[config.mk]
export PLATFORM = sky130hd
export DESIGN_NAME = mips_mc_control_flat
export DESIGN_NICKNAME = d
export VERILOG_FILES = /design/src/rtl/mips_mc_pkg.sv /design/src/rtl/mips_mc_control_if.sv /design/src/rtl/mips_alu_dec.sv /design/src/rtl/mips_mc_control.sv /design/src/flat_wrapper.sv
export SDC_FILE = /design/constraint.sdc
export NUM_CORES = 1
export LEC_CHECK = 0
export CAP_MARGIN = 40
export CORE_UTILIZATION = 30
export CTS_CLUSTER_DIAMETER = 120
export DETAILED_ROUTE_END_ITERATION = 12
export DONT_BUFFER_PORTS = 1
export GPL_ROUTABILITY_DRIVEN = 0
export PLACE_DENSITY = 0.48
export SETUP_SLACK_MARGIN = 0.05
export SLEW_MARGIN = 20
export SYNTH_ARGS = -nofsm -noshare
export SYNTH_HDL_FRONTEND = slang
export SYNTH_SLANG_ARGS = --single-unit
export TNS_END_PERCENT = 5
[constraint.sdc]
create_clock -name clk -period 2.3 [get_ports clk]
set_clock_uncertainty 0.2 [all_clocks]
set_input_delay 0.345 -clock clk [delete_from_list [all_inputs] [get_ports clk]]
set_output_delay 0.345 -clock clk [all_outputs]
set_load 0.02 [all_outputs]
[src/rtl/mips_mc_pkg.sv]
// Shared types and encodings for the multicycle MIPS controller:
// state codes, opcode/funct constants, ALU codes and the control bundle.
package mips_mc_pkg;

    localparam int unsigned OP_W     = 6;
    localparam int unsigned FUNCT_W  = 6;
    localparam int unsigned STATE_W  = 4;
    localparam int unsigned ALUOP_W  = 2;
    localparam int unsigned ALUCTL_W = 3;

    typedef enum logic [STATE_W-1:0] {
        S_FETCH    = 4'd0,
        S_DECODE   = 4'd1,
        S_MEMADR   = 4'd2,
        S_MEMREAD  = 4'd3,
        S_MEMWB    = 4'd4,
        S_MEMWRITE = 4'd5,
        S_EXECUTE  = 4'd6,
        S_ALUWB    = 4'd7,
        S_BRANCH   = 4'd8,
        S_ADDIEXEC = 4'd9,
        S_ADDIWB   = 4'd10,
        S_JUMP     = 4'd11
    } state_e;

    localparam logic [OP_W-1:0] OP_RTYPE = 6'b000000;
    localparam logic [OP_W-1:0] OP_LW    = 6'b100011;
    localparam logic [OP_W-1:0] OP_SW    = 6'b101011;
    localparam logic [OP_W-1:0] OP_BEQ   = 6'b000100;
    localparam logic [OP_W-1:0] OP_ADDI  = 6'b001000;
    localparam logic [OP_W-1:0] OP_J     = 6'b000010;

    localparam logic [FUNCT_W-1:0] FN_ADD = 6'b100000;
    localparam logic [FUNCT_W-1:0] FN_SUB = 6'b100010;
    localparam logic [FUNCT_W-1:0] FN_AND = 6'b100100;
    localparam logic [FUNCT_W-1:0] FN_OR  = 6'b100101;
    localparam logic [FUNCT_W-1:0] FN_SLT = 6'b101010;

    localparam logic [ALUOP_W-1:0] ALUOP_ADD   = 2'b00;
    localparam logic [ALUOP_W-1:0] ALUOP_SUB   = 2'b01;
    localparam logic [ALUOP_W-1:0] ALUOP_FUNCT = 2'b10;

    localparam logic [ALUCTL_W-1:0] ALUCTL_AND = 3'b000;
    localparam logic [ALUCTL_W-1:0] ALUCTL_OR  = 3'b001;
    localparam logic [ALUCTL_W-1:0] ALUCTL_ADD = 3'b010;
    localparam logic [ALUCTL_W-1:0] ALUCTL_SUB = 3'b110;
    localparam logic [ALUCTL_W-1:0] ALUCTL_SLT = 3'b111;

    // Raw per-state control decode, before reset gating and PCEn merge.
    typedef struct packed {
        logic               pc_write;
        logic               branch;
        logic               iord;
        logic               mem_write;
        logic               ir_write;
        logic               reg_dst;
        logic               mem_to_reg;
        logic               reg_write;
        logic               alu_src_a;
        logic [1:0]         alu_src_b;
        logic [1:0]         pc_src;
        logic [ALUOP_W-1:0] alu_op;
    } ctrl_t;

    function automatic logic op_supported(input logic [OP_W-1:0] op);
        case (op)
            OP_RTYPE, OP_LW, OP_SW, OP_BEQ, OP_ADDI, OP_J: return 1'b1;
            default:                                       return 1'b0;
        endcase
    endfunction

endpackage

[src/rtl/mips_mc_control_if.sv]
// Controller <-> datapath bundle: instruction fields and flags in,
// state code and control strobes out.
interface mips_mc_control_if;
    import mips_mc_pkg::*;

    logic [OP_W-1:0]     Op;
    logic [FUNCT_W-1:0]  Funct;
    logic                zero;
    logic                mem_ready;
    logic [STATE_W-1:0]  p_state;
    logic                PCEn;
    logic                IorD;
    logic                MemWrite;
    logic                IRWrite;
    logic                RegDst;
    logic                MemtoReg;
    logic                RegWrite;
    logic                ALUSrcA;
    logic [1:0]          ALUSrcB;
    logic [1:0]          PCSrc;
    logic [ALUCTL_W-1:0] ALUControl;
    logic                illegal;

    modport master (
        input  Op, Funct, zero, mem_ready,
        output p_state, PCEn, IorD, MemWrite, IRWrite, RegDst, MemtoReg,
               RegWrite, ALUSrcA, ALUSrcB, PCSrc, ALUControl, illegal
    );

    modport slave (
        output Op, Funct, zero, mem_ready,
        input  p_state, PCEn, IorD, MemWrite, IRWrite, RegDst, MemtoReg,
               RegWrite, ALUSrcA, ALUSrcB, PCSrc, ALUControl, illegal
    );

endinterface

[src/rtl/mips_alu_dec.sv]
// ALU decoder: maps ALUOp and Funct to an ALUControl code; flags an
// unrecognised Funct only when the Funct field is actually consulted.
module mips_alu_dec
    import mips_mc_pkg::*;
(
    input  logic [ALUOP_W-1:0]  ALUOp,
    input  logic [FUNCT_W-1:0]  Funct,
    output logic [ALUCTL_W-1:0] ALUControl,
    output logic                bad_funct
);

    always_comb begin
        ALUControl = ALUCTL_ADD;
        bad_funct  = 1'b0;
        case (ALUOp)
            ALUOP_SUB: ALUControl = ALUCTL_SUB;
            ALUOP_FUNCT: begin
                case (Funct)
                    FN_ADD:  ALUControl = ALUCTL_ADD;
                    FN_SUB:  ALUControl = ALUCTL_SUB;
                    FN_AND:  ALUControl = ALUCTL_AND;
                    FN_OR:   ALUControl = ALUCTL_OR;
                    FN_SLT:  ALUControl = ALUCTL_SLT;
                    default: bad_funct  = 1'b1;
                endcase
            end
            default: ALUControl = ALUCTL_ADD;
        endcase
    end

endmodule

[src/rtl/mips_mc_control.sv]
// Multicycle MIPS main controller: state register, next-state logic and
// Moore control decode, with write strobes gated off while reset is low.
module mips_mc_control
    import mips_mc_pkg::*;
(
    input  logic         clk,
    input  logic         reset,
    mips_mc_control_if.master bus
);

    state_e state_q;
    state_e state_d;
    ctrl_t  ctrl_c;
    logic   illegal_c;
    logic   bad_funct;

    always_ff @(posedge clk) begin
        if (!reset) state_q <= S_FETCH;
        else        state_q <= state_d;
    end

    // Next state; unused codes 12-15 fall to FETCH through the default.
    always_comb begin
        state_d = S_FETCH;
        case (state_q)
            S_FETCH:    state_d = bus.mem_ready ? S_DECODE : S_FETCH;
            S_DECODE: begin
                case (bus.Op)
                    OP_LW, OP_SW: state_d = S_MEMADR;
                    OP_RTYPE:     state_d = S_EXECUTE;
                    OP_BEQ:       state_d = S_BRANCH;
                    OP_ADDI:      state_d = S_ADDIEXEC;
                    OP_J:         state_d = S_JUMP;
                    default:      state_d = S_FETCH;
                endcase
            end
            S_MEMADR: begin
                if (bus.Op == OP_LW)      state_d = S_MEMREAD;
                else if (bus.Op == OP_SW) state_d = S_MEMWRITE;
                else                      state_d = S_FETCH;
            end
            S_MEMREAD:  state_d = bus.mem_ready ? S_MEMWB : S_MEMREAD;
            S_MEMWRITE: state_d = bus.mem_ready ? S_FETCH : S_MEMWRITE;
            S_EXECUTE:  state_d = S_ALUWB;
            S_ADDIEXEC: state_d = S_ADDIWB;
            default:    state_d = S_FETCH;
        endcase
    end

    // Moore decode; FETCH strobes track mem_ready so a stalled fetch writes nothing.
    always_comb begin
        ctrl_c    = '0;
        illegal_c = 1'b0;
        case (state_q)
            S_FETCH: begin
                ctrl_c.alu_src_b = 2'b01;
                ctrl_c.ir_write  = bus.mem_ready;
                ctrl_c.pc_write  = bus.mem_ready;
            end
            S_DECODE: begin
                ctrl_c.alu_src_b = 2'b11;
                illegal_c        = !op_supported(bus.Op);
            end
            S_MEMADR: begin
                ctrl_c.alu_src_a = 1'b1;
                ctrl_c.alu_src_b = 2'b10;
            end
            S_MEMREAD: ctrl_c.iord = 1'b1;
            S_MEMWB: begin
                ctrl_c.mem_to_reg = 1'b1;
                ctrl_c.reg_write  = 1'b1;
            end
            S_MEMWRITE: begin
                ctrl_c.iord      = 1'b1;
                ctrl_c.mem_write = 1'b1;
            end
            S_EXECUTE: begin
                ctrl_c.alu_src_a = 1'b1;
                ctrl_c.alu_op    = ALUOP_FUNCT;
                illegal_c        = bad_funct;
            end
            S_ALUWB: begin
                ctrl_c.reg_dst   = 1'b1;
                ctrl_c.reg_write = 1'b1;
            end
            S_BRANCH: begin
                ctrl_c.alu_src_a = 1'b1;
                ctrl_c.alu_op    = ALUOP_SUB;
                ctrl_c.pc_src    = 2'b01;
                ctrl_c.branch    = 1'b1;
            end
            S_ADDIEXEC: begin
                ctrl_c.alu_src_a = 1'b1;
                ctrl_c.alu_src_b = 2'b10;
            end
            S_ADDIWB: ctrl_c.reg_write = 1'b1;
            S_JUMP: begin
                ctrl_c.pc_src   = 2'b10;
                ctrl_c.pc_write = 1'b1;
            end
            default: ctrl_c = '0;
        endcase
    end

    mips_alu_dec u_alu_dec (
        .ALUOp      (ctrl_c.alu_op),
        .Funct      (bus.Funct),
        .ALUControl (bus.ALUControl),
        .bad_funct  (bad_funct)
    );

    assign bus.p_state  = state_q;
    assign bus.PCEn     = reset & (ctrl_c.pc_write | (ctrl_c.branch & bus.zero));
    assign bus.IRWrite  = reset & ctrl_c.ir_write;
    assign bus.RegWrite = reset & ctrl_c.reg_write;
    assign bus.MemWrite = reset & ctrl_c.mem_write;
    assign bus.illegal  = reset & illegal_c;
    assign bus.IorD     = ctrl_c.iord;
    assign bus.RegDst   = ctrl_c.reg_dst;
    assign bus.MemtoReg = ctrl_c.mem_to_reg;
    assign bus.ALUSrcA  = ctrl_c.alu_src_a;
    assign bus.ALUSrcB  = ctrl_c.alu_src_b;
    assign bus.PCSrc    = ctrl_c.pc_src;

endmodule

[src/flat_wrapper.sv]
// flat-port wrapper written by rule: the top's interface ports become plain ports
module mips_mc_control_flat import mips_mc_pkg::*;
  (clk, reset, bus_Op, bus_Funct, bus_zero, bus_mem_ready, bus_p_state, bus_PCEn, bus_IorD, bus_MemWrite, bus_IRWrite, bus_RegDst, bus_MemtoReg, bus_RegWrite, bus_ALUSrcA, bus_ALUSrcB, bus_PCSrc, bus_ALUControl, bus_illegal);
  mips_mc_control_if bus_i ();
  input  logic clk;
  input  logic reset;
  input wire logic [$bits(bus_i.Op)-1:0] bus_Op;
  input wire logic [$bits(bus_i.Funct)-1:0] bus_Funct;
  input wire logic [$bits(bus_i.zero)-1:0] bus_zero;
  input wire logic [$bits(bus_i.mem_ready)-1:0] bus_mem_ready;
  output wire logic [$bits(bus_i.p_state)-1:0] bus_p_state;
  output wire logic [$bits(bus_i.PCEn)-1:0] bus_PCEn;
  output wire logic [$bits(bus_i.IorD)-1:0] bus_IorD;
  output wire logic [$bits(bus_i.MemWrite)-1:0] bus_MemWrite;
  output wire logic [$bits(bus_i.IRWrite)-1:0] bus_IRWrite;
  output wire logic [$bits(bus_i.RegDst)-1:0] bus_RegDst;
  output wire logic [$bits(bus_i.MemtoReg)-1:0] bus_MemtoReg;
  output wire logic [$bits(bus_i.RegWrite)-1:0] bus_RegWrite;
  output wire logic [$bits(bus_i.ALUSrcA)-1:0] bus_ALUSrcA;
  output wire logic [$bits(bus_i.ALUSrcB)-1:0] bus_ALUSrcB;
  output wire logic [$bits(bus_i.PCSrc)-1:0] bus_PCSrc;
  output wire logic [$bits(bus_i.ALUControl)-1:0] bus_ALUControl;
  output wire logic [$bits(bus_i.illegal)-1:0] bus_illegal;
  assign bus_i.Op = bus_Op;
  assign bus_i.Funct = bus_Funct;
  assign bus_i.zero = bus_zero;
  assign bus_i.mem_ready = bus_mem_ready;
  assign bus_p_state = bus_i.p_state;
  assign bus_PCEn = bus_i.PCEn;
  assign bus_IorD = bus_i.IorD;
  assign bus_MemWrite = bus_i.MemWrite;
  assign bus_IRWrite = bus_i.IRWrite;
  assign bus_RegDst = bus_i.RegDst;
  assign bus_MemtoReg = bus_i.MemtoReg;
  assign bus_RegWrite = bus_i.RegWrite;
  assign bus_ALUSrcA = bus_i.ALUSrcA;
  assign bus_ALUSrcB = bus_i.ALUSrcB;
  assign bus_PCSrc = bus_i.PCSrc;
  assign bus_ALUControl = bus_i.ALUControl;
  assign bus_illegal = bus_i.illegal;
  mips_mc_control u_core (.clk(clk), .reset(reset), .bus(bus_i));
endmodule
Yosys cells after proc, flatten, opt, wreduce, memory -nomap -nowiden
Cells that the tools add are included.

cells by class
  equality and inequality tests = 23
  multiplexer cells = 26
  bitwise operators = 7
  reduce and logical (&&, ||, !) cells = 10

operator list
  kind                number
  $eq 6x6->1 const B  7
  $pmux 4 s7          1
  $pmux 4 s5          1
  $eq 4x3->1 const B  4
  $eq 4x4->1 const B  4
  $mux 1              13
  $pmux 3 s4          1
  $mux 3              3
  $eq 4x2->1 const B  2
  $pmux 2 s2          2
  $and 1x1->1         6
  $eq 6x2->1 const B  1
  $eq 6x3->1 const B  1
  $eq 6x4->1 const B  1
  $logic_not 6->1     1
  $pmux 2 s3          1
  $pmux 3 s2          1
  $reduce_or 2->1     3
  $reduce_or 6->1     1
  $reduce_or 5->1     1
  $eq 4x1->1 const B  1
  $logic_not 4->1     1
  $mux 4              1
  $pmux 1 s2          2
  other kinds (6)     6

storage, ports and cells
  register bits after elaboration = 4
  input bits = 16
  output and inout bits = 20
  logic and storage cells = 67

Longest topological paths before layout
  depth after elaboration = 7
  depth in mapped cells = 6
  depth with buffers taken out = 6

By module
From an unflattened synthesis, not the netlist that was laid out.

second synthesis, totals
  cell total of the unflattened synthesis = 110
  area, all modules = 754.5 um2

modules (own cells, without submodules)
  module           instances  cells each  area an instance (um2)  sequential area each (um2)
  mips_mc_control  1          90          605.6                   80.1
  mips_alu_dec     1          20          148.9                   0.0

Worst setup path after synthesis
OpenSTA, ideal clock, no wires.

  path type = register to output
  start = reg u_core.state_q[0], in the netlist u_core.bus.p_state[0]
  end = out bus_ALUControl[1]
  arrival time = 2.068 ns
  data required time = 1.755 ns
  slack = -0.313 ns
  cell stages (with the launch flop) = 6
  path buffers = 1
  path through = dfxtp_1 buf_1 nor3_1 inv_1 ha_1 a211o_1

on the way
  word-level cells in the longest chain between the ends = 4
  elaborated cells between the ends (all ways) = 6
  those cells by class = 4 x eq/ne; 2 x mux

ends and longest elaborated chain
  element                                          RTL line               text
  start, declared                                  mips_mc_control.sv:11  state_e state_q;
  start signal, assigned                           mips_mc_control.sv:19  else state_q <= state_d;
  $eq 4x4->1 / $eq 4x3->1 (equally long branches)  mips_mc_control.sv:54  case (state_q)
  $pmux 2 s2 (*)                                   mips_mc_control.sv:54
  $eq 2x2->1 / $eq 2x1->1 (equally long branches)  mips_alu_dec.sv:15     case (ALUOp)
  $pmux 3 s2 (*)                                   mips_alu_dec.sv:15
  end, declared                                    flat_wrapper.sv:22     output wire logic [$bits(bus_i.ALUControl)-1:0] bus_ALUControl;

Every way passes the cells marked *; elsewhere a longest branch is shown, timed or not.

Final worst setup path
  start = reg u_core.state_q[2], in the netlist u_core.bus.p_state[2]
  end = out bus_ALUControl[1]

Same word-level chain as after synthesis.

==> results.cfg <==
[worst_hold_path]
hold_class = input pin to register
worstHoldPathCells = 1
hold_end = u_core.bus.p_state[3]$_SDFF_PN0_
hold_path.startpoint = reset

[setup_path]
r2r_cells = 5
critical_path.reg2reg.endpoint = u_core.bus.p_state[0]$_SDFF_PN0_
path_max_fanout = 4
critical_path.endpoint_type = output port
cp-start-kind = register
worstPathRequired_ns = 1.75
crit_chain = nand2b_1 -> nor3_4 -> inv_1 -> ha_1 -> a211o_1
startpoint_of_the_worst_register_to_register_path = u_core.bus.p_state[1]$_SDFF_PN0_
path_depth = 5
timing.setup.critical_path_class = register to output port
cpLargestDelayFamily = compound AO/OA/AOI/OAI gates
r2r_slack_ns = 0.71
crit_slowest_cell = sky130_fd_sc_hd__a211o_1
crit_path_max_incr_delay_ns = 0.37
critical_path_buf_inv_count = 1
cp_data_arrival_time_ns = 1.63

[global_routing]
grt_antenna_before_repair = 0
overflow = 0
grt_pass1_wl_um = 3270
grtUsageMet1_pct = 22.35
top_usage_layer_grt = met2
gr-usage-met3_pct = 6.542
met2_routing_resource_usage_after_global_routing_pct = 29.40
gr-usage-all-layers_pct = 17.42
grt_max_degree = 17
grt_pass1_vias = 739

[place]
post-dp-hpwl_um = 1560
preCtsSetupSlack_ns = 0.3677
placed_area_um2 = 820.8
place.port_buffers = 0

[clock_tree]
tritoncts = done
cts_max_path_buffers = 2
postCtsSetupBuffers = 0
cts_resized = 0
htreeDepth = 1
insertion_delay_ns = 0.24
holdBufCountCts = 0
cts_inserted_buffers = 3
clk_pin_slew_worst_paths_ns = 0.04
cts.root.buffer_cell = sky130_fd_sc_hd__clkbuf_4
clkSinkCount = 4

[die]
die_y_um = 48.84
design.core.area_um2 = 2002
die_w_um = 48.84
initial_core_util_pct = 32.87
design.portCount = 36
die_area_um2 = 2385
placement_rows = 16

[sta]
timing.final.hold_violations = 0
achievable-frequency_ghz = 0.4590
report.final.slew_viol_count = 0
worst_hold_slack_ns = 0.06699
relSlewSlack_pct = 74.67
final.setup.worst_slack_ns = 0.1213
timing_worst_slew_pin_value_ns = 0.3786
setup_repair_after_global_routing_missed_its_margin = yes
finalSetupViolCount = 0
fin_crit_ns = 2.179
setup-tns-final_ns = 0
post-route-period-util_pct = 94.72

[finish]
net_total_in_the_final_layout = 135
antenna_cells_inserted = 0
mostFrequentLayoutCells = sky130_fd_sc_hd__buf_4, sky130_fd_sc_hd__nor2_1, sky130_fd_sc_hd__a21oi_1
layout-drive-gt1-share_pct = 24.35
largest_reg_flops = 4
postLayoutCoreUtil_pct = 42.25
area_delta_synth_final_pct = 28.52
mostFrequentLayoutCell = sky130_fd_sc_hd__buf_4
final_area_um2 = 845.8

[routing]
routedWlPerCell_um = 13.78
routed_via_density = 5.683
drcViolationCount = 0
detail_route.first_pass.iterations = 4
detail_route.wirelength_um = 1957
first_iter_violations = 12
final_antenna_net_count = 0
num_vias = 807

[synth]
number_of_flops_mapped_to_enable_cells_by_yosys = 0
synth.ff_latch_count = 4
number_of_nets_in_the_synthesized_netlist = 117
synth_seq_area_share_pct = 12.17
syn-instance-count = 99
synth_top_area_cell = sky130_fd_sc_hd__dfxtp_1
synthesis.area_per_instance_um2 = 6.648
synth-main-ff-cell = sky130_fd_sc_hd__dfxtp_1
synth.distinct_cells = 44
yosysWarningCount = 0
synth_area_um2 = 658.1
yosys-top-cells-area = sky130_fd_sc_hd__dfxtp_1, sky130_fd_sc_hd__nor2_1, sky130_fd_sc_hd__a21oi_1
ys_async_sr_fraction_pct = 0
netlist.area_leader.share_pct = 12.17

[power_and_ir_drop]
power.ir.vdd_worst_uv = 288.8
p_leak_nw = 0.3196
power_density_nw_per_um2 = 260.1

[job]
cap_violations = 0

[outcome]
status = complete, no violations
## worst max path at each step
| stage | startpoint | to | slack, ns |
|---|---|---|---|
| after CTS | u_core.bus.p_state[3]$_SDFF_PN0_ | bus_illegal | 0.10 |
| after floorplan | u_core.bus.p_state[0]$_SDFF_PN0_ | bus_ALUControl[1] | 0.03 |
| after detailed placement | u_core.bus.p_state[3]$_SDFF_PN0_ | bus_illegal | 0.37 |
| final | u_core.bus.p_state[2]$_SDFF_PN0_ | bus_ALUControl[1] | 0.12 |
| after global routing | u_core.bus.p_state[0]$_SDFF_PN0_ | bus_PCEn | 0.04 |
| after global placement | u_core.bus.p_state[3]$_SDFF_PN0_ | bus_illegal | 0.34 |
## metal layers
| metal | up-vias | wire length (um) |
|---|---|---|
| li1 | 408 | - |
| met1 | 372 | 909 |
| met2 | 27 | 917 |
| met3 | 0 | 130 |
| met4 | 0 | 0 |
| met5 | - | 0 |
## layout make-up
type,instances,area [um2]
Fill cell,211,1156
Multi-Input combinational cell,84,551.8
Timing Repair Buffer,18,135.1
Sequential cell,4,80.08
Tap cell,27,33.78
Clock buffer,3,22.52
Inverter,6,22.52
## synth_stat cells (2+ instances only)
cell and number:
sky130_fd_sc_hd__o21ai_0 3, sky130_fd_sc_hd__nand2b_1 7, sky130_fd_sc_hd__nand4_1 2, sky130_fd_sc_hd__clkbuf_1 2, sky130_fd_sc_hd__ha_1 2, sky130_fd_sc_hd__nand2_1 5, sky130_fd_sc_hd__dfxtp_1 4, sky130_fd_sc_hd__inv_1 6
sky130_fd_sc_hd__nor4_1 3, sky130_fd_sc_hd__nand3_1 2, sky130_fd_sc_hd__nor2_1 14, sky130_fd_sc_hd__nor3_1 5, sky130_fd_sc_hd__nor2b_1 3, sky130_fd_sc_hd__xor2_1 2, sky130_fd_sc_hd__a21oi_1 10
## report_power, final
group	switching [mW]	internal [mW]	leakage, nW
clock	0.0316	0.0586	0.0138
combinational	0.0336	0.0233	0.273
sequential	0.00194	0.0711	0.0325
## logic make-up after synthesis
logic type,count (synthesis),synth area share [%]
AOI/OAI and AO/OA,30,32.51
and+or+nand+nor,50,41.83
buffers and inverters,11,7.034
adders and majority gates,2,3.802
DFF,4,12.17
xor gates and xnor gates,2,2.662
## metrics by stage
stage | power (mW) | instances
2_1_floorplan | 0.1167 | 99
3_3_place_gp | 0.1311 | 139
3_5_place_dp | 0.1311 | 139
4_1_cts | 0.2241 | 142
5_1_grt | 0.2350 | 142
6_report | 0.2200 | 142
Power figures use the tool's default switching activity.
